File: src/rtl/dot_product_scheduler_pkg.sv
// dot_sched_pkg
//   Shared definitions for the dot-product scheduler: default parameter
//   values, requester-id width, FSM state encoding and the round-robin
//   index helper used by the arbiter.
package dot_sched_pkg;

  localparam int DEF_N     = 2;
  localparam int DEF_NBITS = 32;
  localparam int DEF_NREQ  = 4;
  localparam int DEF_LAT   = 6;
  localparam int DEF_DEPTH = 8;

  localparam int ID_W = $clog2(DEF_NREQ);

  typedef logic [1:0] state_t;
  localparam state_t ST_RUN       = 2'd0;
  localparam state_t ST_DRAIN     = 2'd1;
  localparam state_t ST_IDLE_WAIT = 2'd2;

  // Requester index 'off' positions after 'base', wrapped modulo n.
  function automatic int rr_index(input int base, input int off, input int n);
    int s;
    s = base + off;
    if (s >= n) s = s - n;
    return s;
  endfunction

endpackage

File: src/rtl/dot_product_scheduler_if.sv
// dot_product_scheduler_if
//   Bundles the requester, datapath and result-consumer signals of the
//   dot-product scheduler.
//   slave  : scheduler view (drives req_ready, vp_a/vp_b, res_*, idle)
//   master : environment view (drives req_valid/a/b, vp_res, res_ready, flush)
interface dot_product_scheduler_if
  import dot_sched_pkg::*;
#(
  parameter int N     = DEF_N,
  parameter int NBITS = DEF_NBITS,
  parameter int NREQ  = DEF_NREQ
) ();

  localparam int IDW = $clog2(NREQ);

  logic [NREQ-1:0]         req_valid;
  logic [NREQ*N*NBITS-1:0] req_a;
  logic [NREQ*N*NBITS-1:0] req_b;
  logic [NREQ-1:0]         req_ready;
  logic [N*NBITS-1:0]      vp_a;
  logic [N*NBITS-1:0]      vp_b;
  logic [NBITS-1:0]        vp_res;
  logic                    res_valid;
  logic [IDW-1:0]          res_id;
  logic [NBITS-1:0]        res_data;
  logic                    res_ready;
  logic                    flush;
  logic                    idle;

  modport slave (
    input  req_valid, req_a, req_b, vp_res, res_ready, flush,
    output req_ready, vp_a, vp_b, res_valid, res_id, res_data, idle
  );

  modport master (
    output req_valid, req_a, req_b, vp_res, res_ready, flush,
    input  req_ready, vp_a, vp_b, res_valid, res_id, res_data, idle
  );

endinterface

File: src/rtl/dot_product_scheduler_rr_arbiter.sv
// rr_arbiter
//   Rotating-priority arbiter. The grant is combinational from req, search
//   starts at ptr; on acceptance of i, ptr moves to (i+1) mod NREQ.
//   clk, rst : clock, async active-high reset (ptr -> 0)
//   req      : request vector
//   en       : grant permitted this cycle
//   gnt      : one-hot grant (only to a requesting input, only when en)
//   gnt_id   : index of the chosen requester
//   accept   : a grant was issued this cycle
module rr_arbiter
  import dot_sched_pkg::*;
#(
  parameter int NREQ = DEF_NREQ,
  parameter int IDW  = $clog2(NREQ)
) (
  input  logic            clk,
  input  logic            rst,
  input  logic [NREQ-1:0] req,
  input  logic            en,
  output logic [NREQ-1:0] gnt,
  output logic [IDW-1:0]  gnt_id,
  output logic            accept
);

  logic [IDW-1:0] ptr;
  logic           found;

  always_comb begin
    found  = 1'b0;
    gnt_id = '0;
    gnt    = '0;
    for (int k = 0; k < NREQ; k++) begin
      if (!found && req[rr_index(int'(ptr), k, NREQ)]) begin
        found  = 1'b1;
        gnt_id = IDW'(rr_index(int'(ptr), k, NREQ));
      end
    end
    accept = en && found;
    if (accept) gnt[gnt_id] = 1'b1;
  end

  always_ff @(posedge clk or posedge rst) begin
    if (rst) begin
      ptr <= '0;
    end else if (accept) begin
      if (int'(gnt_id) == NREQ - 1) ptr <= '0;
      else                          ptr <= gnt_id + 1'b1;
    end
  end

endmodule

File: src/rtl/dot_product_scheduler.sv
// dot_product_scheduler
//   Shares one pipelined dot-product datapath (latency LAT) among NREQ
//   requesters. Round-robin issue of one job per cycle, tag pipe aligning
//   requester ids with vp_res, and a credit-protected result FIFO.
//   clk, rst : clock, async active-high reset
//   bus      : dot_product_scheduler_if.slave (requests, datapath, results,
//              flush, idle)
//   Optional macro DOTSCHED_STATS_EN adds stat_jobs (accepted jobs) and
//   stat_stall (cycles with a request but no grant), both wrapping 32-bit.
//
//   state      | meaning
//   -----------+---------------------------------------------------
//   RUN        | grants allowed while credits remain
//   DRAIN      | flush seen; no grants, wait for tag pipe and FIFO empty
//   IDLE_WAIT  | drained; wait for flush to drop, then back to RUN
module dot_product_scheduler
  import dot_sched_pkg::*;
#(
  parameter int N     = DEF_N,
  parameter int NBITS = DEF_NBITS,
  parameter int NREQ  = DEF_NREQ,
  parameter int LAT   = DEF_LAT,
  parameter int DEPTH = DEF_DEPTH
) (
  input  logic                   clk,
  input  logic                   rst,
  dot_product_scheduler_if.slave bus
`ifdef DOTSCHED_STATS_EN
  ,
  output logic [31:0]            stat_jobs,
  output logic [31:0]            stat_stall
`endif
);

  localparam int IDW = $clog2(NREQ);
  localparam int OPW = N * NBITS;
  localparam int CW  = $clog2(DEPTH + 1);
  localparam int PW  = (DEPTH > 1) ? $clog2(DEPTH) : 1;
  localparam int XW  = $clog2(DEPTH + LAT + 2);

  state_t          state, state_nx;
  logic            grant_en;
  logic [NREQ-1:0] gnt;
  logic [IDW-1:0]  gnt_id;
  logic            accept;

  // Tag pipe: stage 0 sits alongside the vp_a/vp_b register, stage LAT
  // lines up with vp_res.
  logic [LAT:0]    tp_vld;
  logic [IDW-1:0]  tp_id [LAT+1];
  logic [XW-1:0]   inflight;
  logic            credit_ok;

  logic [NBITS-1:0] fd [DEPTH];
  logic [IDW-1:0]   fi [DEPTH];
  logic [PW-1:0]    wr_ptr, rd_ptr;
  logic [CW-1:0]    cnt;
  logic             push, pop;

  rr_arbiter #(.NREQ(NREQ), .IDW(IDW)) u_arb (
    .clk    (clk),
    .rst    (rst),
    .req    (bus.req_valid),
    .en     (grant_en),
    .gnt    (gnt),
    .gnt_id (gnt_id),
    .accept (accept)
  );

  assign bus.req_ready = gnt;

  // FSM: state register
  always_ff @(posedge clk or posedge rst) begin
    if (rst) state <= ST_RUN;
    else     state <= state_nx;
  end

  // FSM: next state
  always_comb begin
    state_nx = state;
    case (state)
      ST_RUN:       if (bus.flush) state_nx = ST_DRAIN;
      ST_DRAIN:     if (inflight == '0 && cnt == '0) state_nx = ST_IDLE_WAIT;
      ST_IDLE_WAIT: if (!bus.flush) state_nx = ST_RUN;
      default:      state_nx = ST_RUN;
    endcase
  end

  // FSM: outputs. Gating with rst keeps req_ready low during reset even
  // when requesters hold valid.
  always_comb begin
    grant_en = !rst && (state == ST_RUN) && credit_ok;
    bus.idle = ((state != ST_RUN) || !(|bus.req_valid)) &&
               (inflight == '0) && (cnt == '0);
  end

  // Credits count against both queued and in-flight results; a pop only
  // frees a credit once cnt has updated.
  always_comb begin
    inflight = '0;
    for (int k = 0; k <= LAT; k++) inflight = inflight + XW'(tp_vld[k]);
    credit_ok = (inflight + XW'(cnt)) < XW'(DEPTH);
  end

  always_ff @(posedge clk or posedge rst) begin
    if (rst) begin
      bus.vp_a <= '0;
      bus.vp_b <= '0;
    end else if (accept) begin
      bus.vp_a <= bus.req_a[int'(gnt_id)*OPW +: OPW];
      bus.vp_b <= bus.req_b[int'(gnt_id)*OPW +: OPW];
    end
  end

  always_ff @(posedge clk or posedge rst) begin
    if (rst) begin
      tp_vld <= '0;
      for (int k = 0; k <= LAT; k++) tp_id[k] <= '0;
    end else begin
      tp_vld   <= {tp_vld[LAT-1:0], accept};
      tp_id[0] <= gnt_id;
      for (int k = 1; k <= LAT; k++) tp_id[k] <= tp_id[k-1];
    end
  end

  assign push = tp_vld[LAT];
  assign pop  = (cnt != '0) && bus.res_ready;

  always_ff @(posedge clk) begin
    if (push) begin
      fd[wr_ptr] <= bus.vp_res;
      fi[wr_ptr] <= tp_id[LAT];
    end
  end

  always_ff @(posedge clk or posedge rst) begin
    if (rst) begin
      wr_ptr <= '0;
      rd_ptr <= '0;
      cnt    <= '0;
    end else begin
      if (push) wr_ptr <= (wr_ptr == PW'(DEPTH - 1)) ? '0 : wr_ptr + 1'b1;
      if (pop)  rd_ptr <= (rd_ptr == PW'(DEPTH - 1)) ? '0 : rd_ptr + 1'b1;
      case ({push, pop})
        2'b10:   cnt <= cnt + 1'b1;
        2'b01:   cnt <= cnt - 1'b1;
        default: cnt <= cnt;
      endcase
    end
  end

  // Storage is not reset, so the head is masked while the FIFO is empty.
  assign bus.res_valid = (cnt != '0);
  assign bus.res_id    = bus.res_valid ? fi[rd_ptr] : '0;
  assign bus.res_data  = bus.res_valid ? fd[rd_ptr] : '0;

  a_no_push_at_full: assert property (@(posedge clk) disable iff (rst)
    !(push && cnt == CW'(DEPTH)));

`ifdef DOTSCHED_STATS_EN
  always_ff @(posedge clk or posedge rst) begin
    if (rst) begin
      stat_jobs  <= '0;
      stat_stall <= '0;
    end else begin
      if (accept) stat_jobs <= stat_jobs + 32'd1;
      if (|bus.req_valid && !accept) stat_stall <= stat_stall + 32'd1;
    end
  end
`endif

endmodule
File: src/flat_wrapper.sv
// flat-port wrapper written by rule: the top's interface ports become plain ports
module dot_product_scheduler_flat import dot_sched_pkg::*;
#(
  parameter int N     = DEF_N,
  parameter int NBITS = DEF_NBITS,
  parameter int NREQ  = DEF_NREQ,
  parameter int LAT   = DEF_LAT,
  parameter int DEPTH = DEF_DEPTH
)
  (clk, rst, bus_req_valid, bus_req_a, bus_req_b, bus_vp_res, bus_res_ready, bus_flush, bus_req_ready, bus_vp_a, bus_vp_b, bus_res_valid, bus_res_id, bus_res_data, bus_idle);
  dot_product_scheduler_if #(.N(N), .NBITS(NBITS), .NREQ(NREQ)) bus_i ();
  input  logic clk;
  input  logic rst;
  input wire logic [$bits(bus_i.req_valid)-1:0] bus_req_valid;
  input wire logic [$bits(bus_i.req_a)-1:0] bus_req_a;
  input wire logic [$bits(bus_i.req_b)-1:0] bus_req_b;
  input wire logic [$bits(bus_i.vp_res)-1:0] bus_vp_res;
  input wire logic [$bits(bus_i.res_ready)-1:0] bus_res_ready;
  input wire logic [$bits(bus_i.flush)-1:0] bus_flush;
  output wire logic [$bits(bus_i.req_ready)-1:0] bus_req_ready;
  output wire logic [$bits(bus_i.vp_a)-1:0] bus_vp_a;
  output wire logic [$bits(bus_i.vp_b)-1:0] bus_vp_b;
  output wire logic [$bits(bus_i.res_valid)-1:0] bus_res_valid;
  output wire logic [$bits(bus_i.res_id)-1:0] bus_res_id;
  output wire logic [$bits(bus_i.res_data)-1:0] bus_res_data;
  output wire logic [$bits(bus_i.idle)-1:0] bus_idle;
  assign bus_i.req_valid = bus_req_valid;
  assign bus_i.req_a = bus_req_a;
  assign bus_i.req_b = bus_req_b;
  assign bus_i.vp_res = bus_vp_res;
  assign bus_i.res_ready = bus_res_ready;
  assign bus_i.flush = bus_flush;
  assign bus_req_ready = bus_i.req_ready;
  assign bus_vp_a = bus_i.vp_a;
  assign bus_vp_b = bus_i.vp_b;
  assign bus_res_valid = bus_i.res_valid;
  assign bus_res_id = bus_i.res_id;
  assign bus_res_data = bus_i.res_data;
  assign bus_idle = bus_i.idle;
  dot_product_scheduler #(.N(N), .NBITS(NBITS), .NREQ(NREQ), .LAT(LAT), .DEPTH(DEPTH)) u_core (.clk(clk), .rst(rst), .bus(bus_i));
endmodule
File: config.mk
export PLATFORM = sky130hd
export DESIGN_NAME = dot_product_scheduler_flat
export DESIGN_NICKNAME = d
export VERILOG_FILES = /design/src/rtl/dot_product_scheduler_pkg.sv /design/src/rtl/dot_product_scheduler_if.sv /design/src/rtl/dot_product_scheduler_rr_arbiter.sv /design/src/rtl/dot_product_scheduler.sv /design/src/flat_wrapper.sv
export SDC_FILE = /design/constraint.sdc
export NUM_CORES = 1
export LEC_CHECK = 0
export CAP_MARGIN = 0
export CORE_MARGIN = 4
export CORE_UTILIZATION = 25
export DETAILED_ROUTE_END_ITERATION = 6
export PLACE_DENSITY_LB_ADDON = 0.12
export RECOVER_POWER = 25
export SLEW_MARGIN = 20
export SYNTH_ARGS = -nofsm -noshare
export SYNTH_HDL_FRONTEND = slang
export SYNTH_SLANG_ARGS = --single-unit
export TNS_END_PERCENT = 10
File: constraint.sdc
create_clock -name clk -period 12.2 [get_ports clk]
set_clock_uncertainty 0.15 [all_clocks]
set_input_delay 2.44 -clock clk [delete_from_list [all_inputs] [get_ports clk]]
set_output_delay 2.44 -clock clk [all_outputs]
set_load 0.05 [all_outputs]
Word-level counts from Yosys, hierarchy flattened. Memory sizes are Yosys's and may differ from the RTL's. Cells that the tools add are included.

Register bits after elaboration: 163. RAM bits: 272. Input bits: 552. Output and inout port bits: 168. Memories kept: 2.

$add $sub $neg: 19. Order comparisons: 11. Eq/ne operators: 10. Shift operators: 2. Muxes and demuxes: 39. Reduce and logical (&&, ||, !) cells: 25.

Memory list: u_core.fd (depth 8, width 32, read ports 1, clocked after Yosys merged registers in 0, write ports 1, line dot_product_scheduler.sv:54) `logic [NBITS-1:0] fd [DEPTH];`; u_core.fi (depth 8, width 2, read ports 1, clocked after Yosys merged registers in 0, write ports 1, line dot_product_scheduler.sv:55) `logic [IDW-1:0] fi [DEPTH];`.

Operators with widths (number): $shiftx 256x9->64 (2); $mux 32 (5); $lt 32x4->1 const B (4); $add 4x1->4 (5); $mux 2 (9); $mux 1 (15); $sub 3x3->4 const B (3); $logic_and 1x1->1 (11); $ge 3x3->1 const B (3); $bmux 1 s2 (4); $logic_not 4->1 (2); $pmux 4 s2 (1); $add 2x2->3 const B (2); $add 3x1->3 const B (2); $eq 2x1->1 const B (3); $eq 3x3->1 const B (2); $mux 3 (2); $pmux 2 s3 (1); $logic_not 1->1 (5); $add 4x1->4 const B (1); $add 4x4->4 (1); $eq 2x2->1 const B (2); $lt 4x4->1 const B (1); $mux 4 (1); other kinds (17) (19).

Depth between registers and ports, before layout. Gate-level depths: netlist (run 1).

Word-level depth: 20. Gate-level depth with buffers: 18. Mapped depth without buffers: 16.

Modules after synthesis. Synthesis (run 1) repeated with hierarchy kept, for this count alone.

Cells, all modules: 975. Area, all modules: 19628.8 µm².

Modules (own cells, without submodules): dot_product_scheduler (times used 1, cells an instance 943, area each 19342.3 µm²); rr_arbiter (times used 1, cells an instance 32, area each 286.5 µm²).

Worst setup path before layout (run 1). No wires, ideal clock.

Path kind: in2out. From: input rst. To: output bus_req_ready[0]. Data arrival time: 7.456 ns. Setup slack: 2.154 ns. Cell stages on the path: 7. Buffers on the path: 2. Path through: inv_1 nand2b_1 or2_1 buf_2 buf_6 inv_1 and2_1.

Longest elaborated chain between the ends: 5.

RTL lines: start: declaration (line flat_wrapper.sv:13) `input logic rst;`; $logic_not 1->1 (line dot_product_scheduler.sv:92) `grant_en = !rst && (state == ST_RUN) && credit_ok;`; $logic_and 1x1->1 (2 in a row) (line dot_product_scheduler.sv:92); $logic_and 1x1->1 (line dot_product_scheduler_rr_arbiter.sv:38) `accept = en && found;`; named net u_core.accept (line dot_product_scheduler.sv:45) `logic accept;`; $mux 4 (line dot_product_scheduler_rr_arbiter.sv:39) `if (accept) gnt[gnt_id] = 1'b1;`; end: declaration (line flat_wrapper.sv:20) `output wire logic [$bits(bus_i.req_ready)-1:0] bus_req_ready;`.

The timed path passes the listed nets, and every way through them passes these cells.

Worst setup path after layout (run 1).
From: register u_core.tp_vld[0]. To: output bus_req_ready[3].

Longest elaborated chain between the ends: 11.

RTL lines: start: declaration (line dot_product_scheduler.sv:49) `logic [LAT:0] tp_vld;`; start signal: assignment (line dot_product_scheduler.sv:120) `tp_vld <= {tp_vld[LAT-1:0], accept};`; $add 1x1->2 (line dot_product_scheduler.sv:101) `for (int k = 0; k <= LAT; k++) inflight = inflight + XW'(tp_vld[k]);`; $add 4x1->4 (5 in a row) (line dot_product_scheduler.sv:101); $add 4x4->4 (line dot_product_scheduler.sv:102) `credit_ok = (inflight + XW'(cnt)) < XW'(DEPTH);`; $lt 4x4->1 (line dot_product_scheduler.sv:102); $logic_and 1x1->1 (line dot_product_scheduler.sv:92); $logic_and 1x1->1 (line dot_product_scheduler_rr_arbiter.sv:38); named net u_core.accept (line dot_product_scheduler.sv:45); $mux 4 (line dot_product_scheduler_rr_arbiter.sv:39).

The timed path passes the listed nets, and every way through them passes these cells.

==> reports/results.tsv, run 1 <==
stage	metric	value	unit
die	I/O pin cnt	720	
synth	Yosys warnings	0	
power_and_ir_drop	Clk network pwr share	22.2	%
global_routing	largest net degree at the start of global routing	167	
hold_path	worst hold path type	register to register	
worst_setup_path	depth of the worst register-to-register path	16	
placed_design	routability cong.	0.975	
routing	DRT antenna net count	0	
sta	Hold WS	0.193	ns
synth	Yosys reg bits	435	
flow_run	max-cap violations	8	
worst_setup_path	r2r setup slk	6.30	ns
clock_tree	Post-CTS Hold Buffers	0	
global_routing	GR Util met2	38.6	%
routing	WL per Instance	31.4	um
synth	cell area after synthesis	21300	um2
synth	count leader, synth	edfxtp_1	
hold_path	hold path startpoint	u_core.tp_id[8]	
power_and_ir_drop	sequential share of power	27.7	%
power_and_ir_drop	LEAKAGE	10.5	nW
cells_and_area	fin cells	3455	
synth	Gate Count Post-Synth	1634	
global_routing	vias in the first global route	18305	
die	starting density of the core	25.3	%
placed_design	PortBufs	719	
sta	fin crit share	71.9	%
worst_setup_path	Max stage delay cell, worst path	clkdlybuf4s50_1	
synth	synth cell count leaders	edfxtp_1, a211oi_1, nor3b_1	
cells_and_area	# fillers	8175	
sta	f_max	0.114	GHz
routing	DRC Markers	0	
synth	top_reg_cell synth	edfxtp_1	
cells_and_area	area of the multi-input gates	8300	um2
global_routing	GRT overflow	0	
worst_setup_path	Critical Path Most Common Cell	inv_1	
die	Core Area	84000	um2
die	Chip Height	300	um
synth	Mapped Nets	2207	
power_and_ir_drop	Logic pwr share	50.1	%
sta	final hold vios	0	
clock_tree	clk root buf	clkbuf_16	
sta	setup tns final	0	ns
global_routing	initial antenna violation count	39	
power_and_ir_drop	Pwr Density	241	nW/um2
synth	asr flop ratio synth	37.5	%
sta	Final Max Tran Viols	280	
cells_and_area	nets	2828	
clock_tree	Setup Buffers After CTS	0	
run_status	status	finished, violations left	
clock_tree	clk_lat worst skew	0.61	ns
clock_tree	Num CTS Buffers	53	
worst_setup_path	reg2reg end	u_core.bus.vp_b[53]	
clock_tree	CTS H-tree lvls	2	
synth	top cells by area, synth	edfxtp_1, dfrtp_1, a211oi_1	
placed_design	hpwl dp	78800	um
routing	DRT iter0 DRCs	1230	
worst_setup_path	critical path launch point type	register	
hold_path	hold path depth	0	
sta	RSZ-0062 raised after global routing	no	
worst_setup_path	max incr delay on CP	0.82	ns
global_routing	GR met1 Demand/Resource	29.1	%
die	Std-Cell Rows	106	
worst_setup_path	crit end category	primary output	
worst_setup_path	reg2reg start	u_core.tp_vld[0]	
worst_setup_path	Worst Path Buf+Inv	6	
routing	drt pass-1 iters	5	
synth	syn avg cell area	13.0	um2
sta	post-layout minimum cycle time	8.77	ns
global_routing	first-pass GRT wire length	149000	um
worst_setup_path	crit path kind	register to primary output	
routing	Post-Route WL	109000	um
worst_setup_path	Worst Path Max Fanout	50	
cells_and_area	layout cells sized above 1	8.31	%
sta	slew margin rel.	-96.6	%
placed_design	# placed instances	3334	
synth	register area share after synthesis	57.5	%
global_routing	most used routing layer	met2	
power_and_ir_drop	P_int	4.09	mW
cells_and_area	sequential cell area	12300	um2
cells_and_area	area grow syn2layout	47.5	%
clock_tree	Max Buffers Root-to-Sink	3	
hold_path	Hold EP	u_core.tp_id[6]	
worst_setup_path	CP Cell Sequence	ha_1 -> inv_1 -> fa_1 -> fa_1 -> inv_1 -> ha_1 -> inv_1 -> fa_1 -> inv_1 -> ha_1 -> a31o_1 -> a21oi_2 -> xnor3_4 -> or2_4 -> inv_1 -> and2_1 -> clkdlybuf4s50_1	
synth	Synth top area share	38.4	%
worst_setup_path	Critical Path RT	9.61	ns
synth	Post-synth EDFFs	272	
global_routing	gr usage total	23.2	%
power_and_ir_drop	sw power	3.48	mW
power_and_ir_drop	Switching Fraction	46.0	%
clock_tree	Clock Sinks	435	
synth	Unique masters post-synth	38	
clock_tree	post-cts resize count	0	
die	Die ar.	89900	um2
sta	Worst Max-Slew Pin Slew	2.95	ns
worst_setup_path	worst path arrival time	6.18	ns
routing	Vias	17686	
sta	final setup violation count	0	
clock_tree	clock slew at reported path FFs	0.06	ns
worst_setup_path	gate family responsible for the most delay along the worst path	adder cells	
synth	Synth area leader	edfxtp_1	
run_status	failing checks	max-capacitance violations, max-slew violations	
power_and_ir_drop	worst vdd ir	0.131	mV
clock_tree	CTS tree	yes	
global_routing	met3 usage	6.91	%
routing	routed vias/inst	5.12	
die	die width	300	um
-- sequential cells by signal (all words and copies together), names as in the netlist --
name / cells
u_core.tp_vld: 7
u_core.tp_id: 14
u_core.bus.vp_b: 64
u_core.state: 2
u_core.wr_ptr: 3
u_core.fi: 16
u_core.bus.vp_a: 64
u_core.rd_ptr: 3
u_core.u_arb.ptr: 2
u_core.fd: 256
u_core.cnt: 4
-- cell families after synthesis --
family	after synthesis	share of synthesized area (%)
AO/OA/AOI/OAI	533	17.2
XOR/XNOR	6	0.312
adder cells (fa/ha/maj)	21	1.38
buffers and inverters	201	3.93
flip-flops	435	57.5
multiplexers	105	8.95
AND/OR/NAND/NOR	333	10.7
-- metal layers --
layer  wire, um  vias to the layer above
li1           -                     7775
met1      43200                     9021
met2      52900                      716
met3       8770                      156
met4       3560                       18
met5        126                        -
-- final cells by class --
type / instances / area share [%]
sequential: 435 / 39.0
multi-input combinational: 998 / 26.5
timing repair buffer: 745 / 23.6
tap: 1134 / 4.52
clock buffer: 60 / 4.31
clock inverter: 38 / 1.62
inverter: 22 / 0.319
antenna: 23 / 0.183
-- how the worst max path moves through the flow --
stage	startpoint	to	slack, ns	cells after the start
2_1_floorplan	rst	bus_req_ready[0]	2.15	7
3_3_place_gp	rst	bus_req_ready[1]	3.72	7
3_5_place_dp	rst	bus_req_ready[3]	3.68	7
4_1_cts	u_core.tp_vld[0]	bus_req_ready[3]	3.39	17
5_1_grt	u_core.tp_vld[0]	bus_req_ready[3]	3.12	17
6_report	u_core.tp_vld[0]	bus_req_ready[3]	3.43	17
-- metrics by stage --
stage	total power [mW]	worst slack [ns]	utilization, %	cell area [um2]
5_1_grt	7.92	3.12	37.4	31400
6_report	7.58	3.43	37.4	31400
2_1_floorplan	4.36	2.15	-	21300
3_3_place_gp	5.94	3.72	35.1	29500
3_5_place_dp	5.97	3.68	35.1	29500
4_1_cts	7.68	3.39	37.4	31400
-- cell usage in the layout (no fill, tap or decap), types with 3 or more instances in the layout --
| master | netlist | layout |
|---|---|---|
| dfrtp_1 | 163 | 160 |
| buf_12 | 0 | 3 |
| fa_1 | 4 | 4 |
| ha_1 | 17 | 17 |
| clkinv_4 | 0 | 3 |
| nor3b_1 | 256 | 255 |
| a211oi_1 | 257 | 256 |
| nand2b_1 | 5 | 4 |
| a21oi_1 | 4 | 3 |
| clkinv_1 | 0 | 11 |
| nor3_1 | 3 | 3 |
| diode_2 | 0 | 23 |
| inv_1 | 20 | 18 |
| edfxtp_1 | 272 | 272 |
| nor2_4 | 0 | 6 |
| mux2i_1 | 35 | 35 |
| and2_1 | 5 | 5 |
| xnor2_1 | 3 | 3 |
| clkdlybuf4s50_1 | 0 | 719 |
| nand2_1 | 10 | 10 |
| o31ai_1 | 129 | 129 |
| nor2_1 | 46 | 40 |
| buf_4 | 0 | 15 |
| clkbuf_1 | 146 | 15 |
| clkbuf_16 | 0 | 53 |
| bufinv_16 | 0 | 10 |
| mux4_2 | 68 | 68 |
| clkinv_2 | 0 | 9 |
| o21ai_0 | 136 | 136 |
-- power groups by stage --
stage,logic (mW),clock network (mW),registers [mW]
3_5_place_dp,3.84,0,2.12
2_1_floorplan,1.74,0,2.62
5_1_grt,4.00,1.80,2.13
4_1_cts,3.85,1.73,2.10
3_3_place_gp,3.82,0,2.12
6_report,3.80,1.68,2.10
Power figures use the tool's default switching activity.
==> inputs of run 2 (changes only) <==
- clock period: 12.2 -> 8.9 ns (I/O delays scaled with it)
==> run 2 against run 1 <==
  * The run still ends with max-capacitance violations, max-slew violations left
  * Via count grew 0.62%
  * Count of clock-buffer cells in the layout grew 10
  * Sequential cell count is the same
  * Wire length shrank 1.1%
  * Hold slack gained 0.0033 ns
  * Critical path depth is the same
  * Sequential share of layout area grew 0.32 points
  * Cell count is essentially flat
==> reports/results.tsv, run 2 (synthesized netlist as in run 1, its figures left out) <==
stage	metric	value	unit
cells_and_area	Largest Register	u_core.fd	
power_and_ir_drop	P_int	5.36	mW
sta	final setup violation count	0	
placed_design	hpwl dp	79000	um
clock_tree	Clock Sinks	435	
worst_setup_path	worst path arrival time	6.29	ns
global_routing	vias in the first global route	18413	
die	die width	300	um
worst_setup_path	Critical Path RT	6.97	ns
sta	Final Max Tran Viols	260	
routing	drt pass-1 iters	5	
run_status	status	finished, violations left	
clock_tree	Max Buffers Root-to-Sink	3	
die	Std-Cell Rows	106	
sta	post-layout minimum cycle time	8.22	ns
cells_and_area	nets	2834	
clock_tree	clk_lat worst skew	0.61	ns
worst_setup_path	Worst Path Max Fanout	60	
sta	setup tns final	0	ns
clock_tree	Post-CTS Hold Buffers	0	
global_routing	initial antenna violation count	46	
power_and_ir_drop	sw power	4.73	mW
cells_and_area	layout cells sized above 1	8.13	%
sta	RSZ-0062 raised after global routing	no	
power_and_ir_drop	Logic pwr share	51.3	%
power_and_ir_drop	Clk network pwr share	20.1	%
placed_design	routability cong.	0.955	
clock_tree	post-cts resize count	0	
sta	Hold WS	0.197	ns
routing	DRC Markers	0	
routing	Post-Route WL	107000	um
routing	DRT iter0 DRCs	1293	
cells_and_area	area grow syn2layout	46.3	%
power_and_ir_drop	Pwr Density	324	nW/um2
sta	f_max	0.122	GHz
power_and_ir_drop	Switching Fraction	46.9	%
power_and_ir_drop	LEAKAGE	10.4	nW
routing	DRT antenna net count	0	
sta	slew margin rel.	-91.3	%
clock_tree	clock slew at reported path FFs	0.06	ns
worst_setup_path	crit path kind	register to primary output	
hold_path	worst hold path type	register to register	
sta	fin crit share	92.4	%
sta	final hold vios	0	
cells_and_area	most common cell after layout, fill and taps aside	clkdlybuf4s50_1	
global_routing	gr usage total	23.0	%
routing	Vias	17796	
clock_tree	CTS tree	yes	
clock_tree	clk root buf	clkbuf_16	
sta	Worst Max-Slew Pin Slew	2.87	ns
worst_setup_path	critical path launch point type	register	
run_status	failing checks	max-capacitance violations, max-slew violations	
power_and_ir_drop	worst vdd ir	0.223	mV
power_and_ir_drop	total power	10.1	mW
placed_design	PortBufs	719	
die	Core Area	84000	um2
cells_and_area	most frequent cells in the layout	clkdlybuf4s50_1, edfxtp_1, a211oi_1	
die	starting density of the core	25.3	%
cells_and_area	# fillers	8151	
worst_setup_path	crit end category	primary output	
routing	WL per Instance	31.1	um
global_routing	largest net degree at the start of global routing	88	
clock_tree	Setup Buffers After CTS	0	
power_and_ir_drop	sequential share of power	28.6	%
global_routing	first-pass GRT wire length	148000	um
cells_and_area	biggest registers after layout	u_core.fd: 256 flops, u_core.bus.vp_a: 64 flops, u_core.bus.vp_b: 64 flops	
cells_and_area	number of flip-flops under the largest register name	256	
die	Die ar.	89900	um2
die	I/O pin cnt	720	
clock_tree	Num CTS Buffers	52	
global_routing	GRT overflow	0	
flow_run	max-cap violations	8	
die	Chip Height	300	um
routing	routed vias/inst	5.15	
clock_tree	CTS H-tree lvls	2	
run 2: final timing paths:
check,start,cells past startpoint,endpoint,slack (ns)
min reg2reg,u_core.tp_id[12],0,u_core.tp_id[10],0.20
max reg2reg,u_core.tp_vld[0],16,u_core.bus.vp_b[60],2.87
max in group asynchronous,rst,4,u_core.bus.vp_b[32],5.07
max,u_core.tp_vld[0],17,bus_req_ready[3],0.68
min in group asynchronous,rst,2,u_core.bus.vp_a[51],1.48
min,u_core.tp_id[12],0,u_core.tp_id[10],0.20
run 2: power groups by stage:
stage | Combinational [mW] | Sequential, mW | Clock, mW
after CTS | 5.23 | 2.89 | 2.10
after global placement | 5.20 | 2.92 | 0
after detailed placement | 5.22 | 2.93 | 0
after floorplan | 2.39 | 3.59 | 0
after global routing | 5.43 | 2.94 | 2.19
final | 5.18 | 2.89 | 2.02
run 2: worst max-delay path, cell delays in order (launching register included):
cell and delay, ns:
dfrtp_1 0.38, ha_1 0.29, inv_1 0.05, fa_1 0.49, fa_1 0.40, inv_1 0.07
ha_1 0.16, inv_1 0.06, fa_1 0.53, inv_1 0.05, ha_1 0.26, a31o_1 0.22
a21oi_2 0.15, xnor3_4 0.61, or2_4 0.73, inv_1 0.23, and2_1 0.23, clkdlybuf4s50_1 0.70
run 2: layout make-up:
class | instances | area [um2] | area share (%)
flip-flops and latches | 435 | 12300 | 39.4
multi-input cells | 998 | 8290 | 26.6
repair buffers | 752 | 7420 | 23.8
well taps | 1134 | 1420 | 4.56
clock buffers | 70 | 1400 | 4.49
clock inverters | 23 | 206 | 0.663
inverters | 22 | 100 | 0.321
diodes | 22 | 55.1 | 0.177
run 2: through the flow:
stage | cell area, um2 | util, % | worst slack, ns | instances
after detailed placement | 29500 | 35.2 | 1.28 | 3341
after global routing | 31100 | 37.1 | 0.397 | 3448
after global placement | 29500 | 35.2 | 1.26 | 3341
final | 31100 | 37.1 | 0.679 | 3456
after CTS | 31100 | 37.1 | 0.594 | 3434
after floorplan | 21300 | - | 0.174 | 1634
run 2: per-layer routing:
| layer | vias up | share of wire, % | GRT usage (%) |
|---|---|---|---|
| met1 | 9086 | 41 | 29.3 |
| met3 | 157 | 7.7 | 6.19 |
| met5 | - | 0.096 | 0 |
| li1 | 7781 | - | - |
| met2 | 758 | 49 | 38.8 |
| met4 | 14 | 2.9 | 6.23 |
==> inputs of run 3 (changes only) <==
- PLACE_DENSITY_LB_ADDON: 0.12 -> 0.3
==> run 3 against run 2 <==
  * Sequential cell count unchanged
  * Setup slack gained 0.22 ns
  * Register-to-register slack worse by 0.27 ns
  * Non-clock buffer count is 1 lower
  * The flow still finishes with violations (max-capacitance violations, max-slew violations)
  * Via count grew 0.60%
  * Critical path depth stayed put
  * Sequential power hardly changed
  * Design area up 0.24%
  * Hold slack lost 0.0056 ns
  * Global-route usage increased by 0.17 points
  * Sequential share of layout area decreased by 0.093 points
  * Critical path type unchanged
  * Core utilization is 0.088 points higher
==> reports/results.tsv, run 3 (synthesized netlist as in run 1, its figures left out) <==
stage	metric	value	unit
clock_tree	clk root buf	clkbuf_16	
cells_and_area	Largest Register	u_core.fd	
global_routing	first-pass GRT wire length	149000	um
routing	DRC Markers	0	
die	Die ar.	89900	um2
power_and_ir_drop	worst vdd ir	0.199	mV
worst_setup_path	gate family responsible for the most delay along the worst path	adder cells	
cells_and_area	number of flip-flops under the largest register name	256	
die	Std-Cell Rows	106	
routing	Post-Route WL	108000	um
sta	slew margin rel.	-85.9	%
cells_and_area	most frequent cells in the layout	clkdlybuf4s50_1, edfxtp_1, a211oi_1	
sta	Worst Max-Slew Pin Slew	2.79	ns
global_routing	GRT overflow	0	
sta	RSZ-0062 raised after global routing	no	
placed_design	PortBufs	719	
clock_tree	Setup Buffers After CTS	0	
sta	post-layout minimum cycle time	8.00	ns
worst_setup_path	worst path arrival time	6.07	ns
sta	final hold vios	0	
worst_setup_path	max incr delay on CP	0.81	ns
run_status	failing checks	max-capacitance violations, max-slew violations	
die	starting density of the core	25.3	%
hold_path	hold path depth	0	
die	Core Area	84000	um2
sta	f_max	0.125	GHz
worst_setup_path	Worst Path Max Fanout	61	
sta	fin crit share	89.9	%
worst_setup_path	crit path kind	register to primary output	
clock_tree	Max Buffers Root-to-Sink	3	
worst_setup_path	Max stage delay cell, worst path	clkdlybuf4s50_1	
clock_tree	Num CTS Buffers	51	
clock_tree	CTS H-tree lvls	2	
clock_tree	Clock Sinks	435	
worst_setup_path	crit end category	primary output	
flow_run	max-cap violations	8	
worst_setup_path	Critical Path Most Common Cell	inv_1	
clock_tree	clk_lat worst skew	0.60	ns
worst_setup_path	cell depth of the worst setup path	17	
routing	Vias	17902	
global_routing	initial antenna violation count	76	
global_routing	vias in the first global route	18386	
cells_and_area	most common cell after layout, fill and taps aside	clkdlybuf4s50_1	
placed_design	routability cong.	0.943	
sta	Final Max Tran Viols	275	
global_routing	gr usage total	23.2	%
worst_setup_path	CP Cell Sequence	ha_1 -> inv_1 -> fa_1 -> fa_1 -> inv_1 -> ha_1 -> inv_1 -> fa_1 -> inv_1 -> ha_1 -> a31o_1 -> a21oi_2 -> xnor3_4 -> or2_4 -> inv_1 -> and2_1 -> clkdlybuf4s50_1	
routing	drt pass-1 iters	7	
run_status	status	finished, violations left	
routing	routed vias/inst	5.16	
power_and_ir_drop	Pwr Density	327	nW/um2
power_and_ir_drop	LEAKAGE	10.5	nW
die	Chip Height	300	um
worst_setup_path	Critical Path RT	6.97	ns
sta	Hold WS	0.191	ns
die	I/O pin cnt	720	
sta	setup tns final	0	ns
placed_design	hpwl dp	81600	um
die	die width	300	um
cells_and_area	area grow syn2layout	46.7	%
cells_and_area	nets	2832	
worst_setup_path	depth of the worst register-to-register path	17	
cells_and_area	layout cells sized above 1	8.13	%
routing	DRT antenna net count	0	
cells_and_area	fin util	37.2	%
worst_setup_path	Worst Path Buf+Inv	6	
clock_tree	clock slew at reported path FFs	0.06	ns
routing	WL per Instance	31.3	um
global_routing	largest net degree at the start of global routing	97	
sta	final setup violation count	0	
worst_setup_path	critical path launch point type	register	
clock_tree	post-cts resize count	0	
routing	DRT iter0 DRCs	1437	
clock_tree	Post-CTS Hold Buffers	0	
clock_tree	CTS tree	yes	
cells_and_area	biggest registers after layout	u_core.fd: 256 flops, u_core.bus.vp_a: 64 flops, u_core.bus.vp_b: 64 flops	
hold_path	worst hold path type	register to register	
[run 3: cell types whose count changed in the layout (fill, tap and decap cells not counted), sizes merged]
| cell | before | now |
|---|---|---|
| diode | 22 | 34 |
| clkinv | 20 | 10 |
| clkbuf | 77 | 82 |
| bufinv | 1 | 4 |
| inv | 23 | 26 |
| buf | 26 | 24 |
[run 3: stage by stage]
stage          instance area, um2  setup WS (ns)  power [mW]  std cells
6_report                    31200          0.899        10.2       3467
3_5_place_dp                29500           1.51        8.16       3340
3_3_place_gp                29500           1.52        8.11       3340
2_1_floorplan               21300          0.174        5.98       1634
4_1_cts                     31200          0.827        10.3       3433
5_1_grt                     31200          0.644        10.6       3462
[run 3: power breakdown]
part	switching, mW	total (mW)	internal, mW
clock network	0.862	2.10	1.23
registers	0.368	2.87	2.50
logic	3.50	5.22	1.72
[run 3: final timing paths]
kind | start | end | slack [ns]
setup / recovery | u_core.tp_vld[0] | bus_req_ready[3] | 0.90
hold / removal | u_core.tp_id[3] | u_core.tp_id[1] | 0.19
min in group asynchronous | rst | u_core.tp_id[1] | 1.68
hold reg to reg | u_core.tp_id[3] | u_core.tp_id[1] | 0.19
max in group asynchronous | rst | u_core.bus.vp_b[0] | 5.41
setup reg to reg | u_core.tp_vld[0] | u_core.bus.vp_b[41] | 2.60
[run 3: worst register-to-register path: cells and delay by family (launching register included)]
family | cells | cell delay [ns]
xor gates and xnor gates | 1 | 0.77
DFF | 1 | 0.37
buffers and inverters | 6 | 1.68
and+or+nand+nor | 1 | 0.26
adders and majority gates | 6 | 2.15
AOI/OAI and AO/OA | 3 | 0.74
[run 3: final cells by class]
type	instances	area, um2
Antenna cell	34	85.1
Sequential cell	435	12300
Fill cell	8139	52700
Multi-Input combinational cell	998	8290
Clock inverter	19	236
Inverter	22	100
Tap cell	1134	1420
Timing Repair Buffer	751	7410
Clock buffer	74	1420
[run 3: per-layer routing]
layer / part of all wire, % / global-route usage (%)
met5: 0.089 / 0
met4: 4.0 / 9.75
met3: 7.3 / 5.93
met2: 49 / 38.3
met1: 40 / 29.0
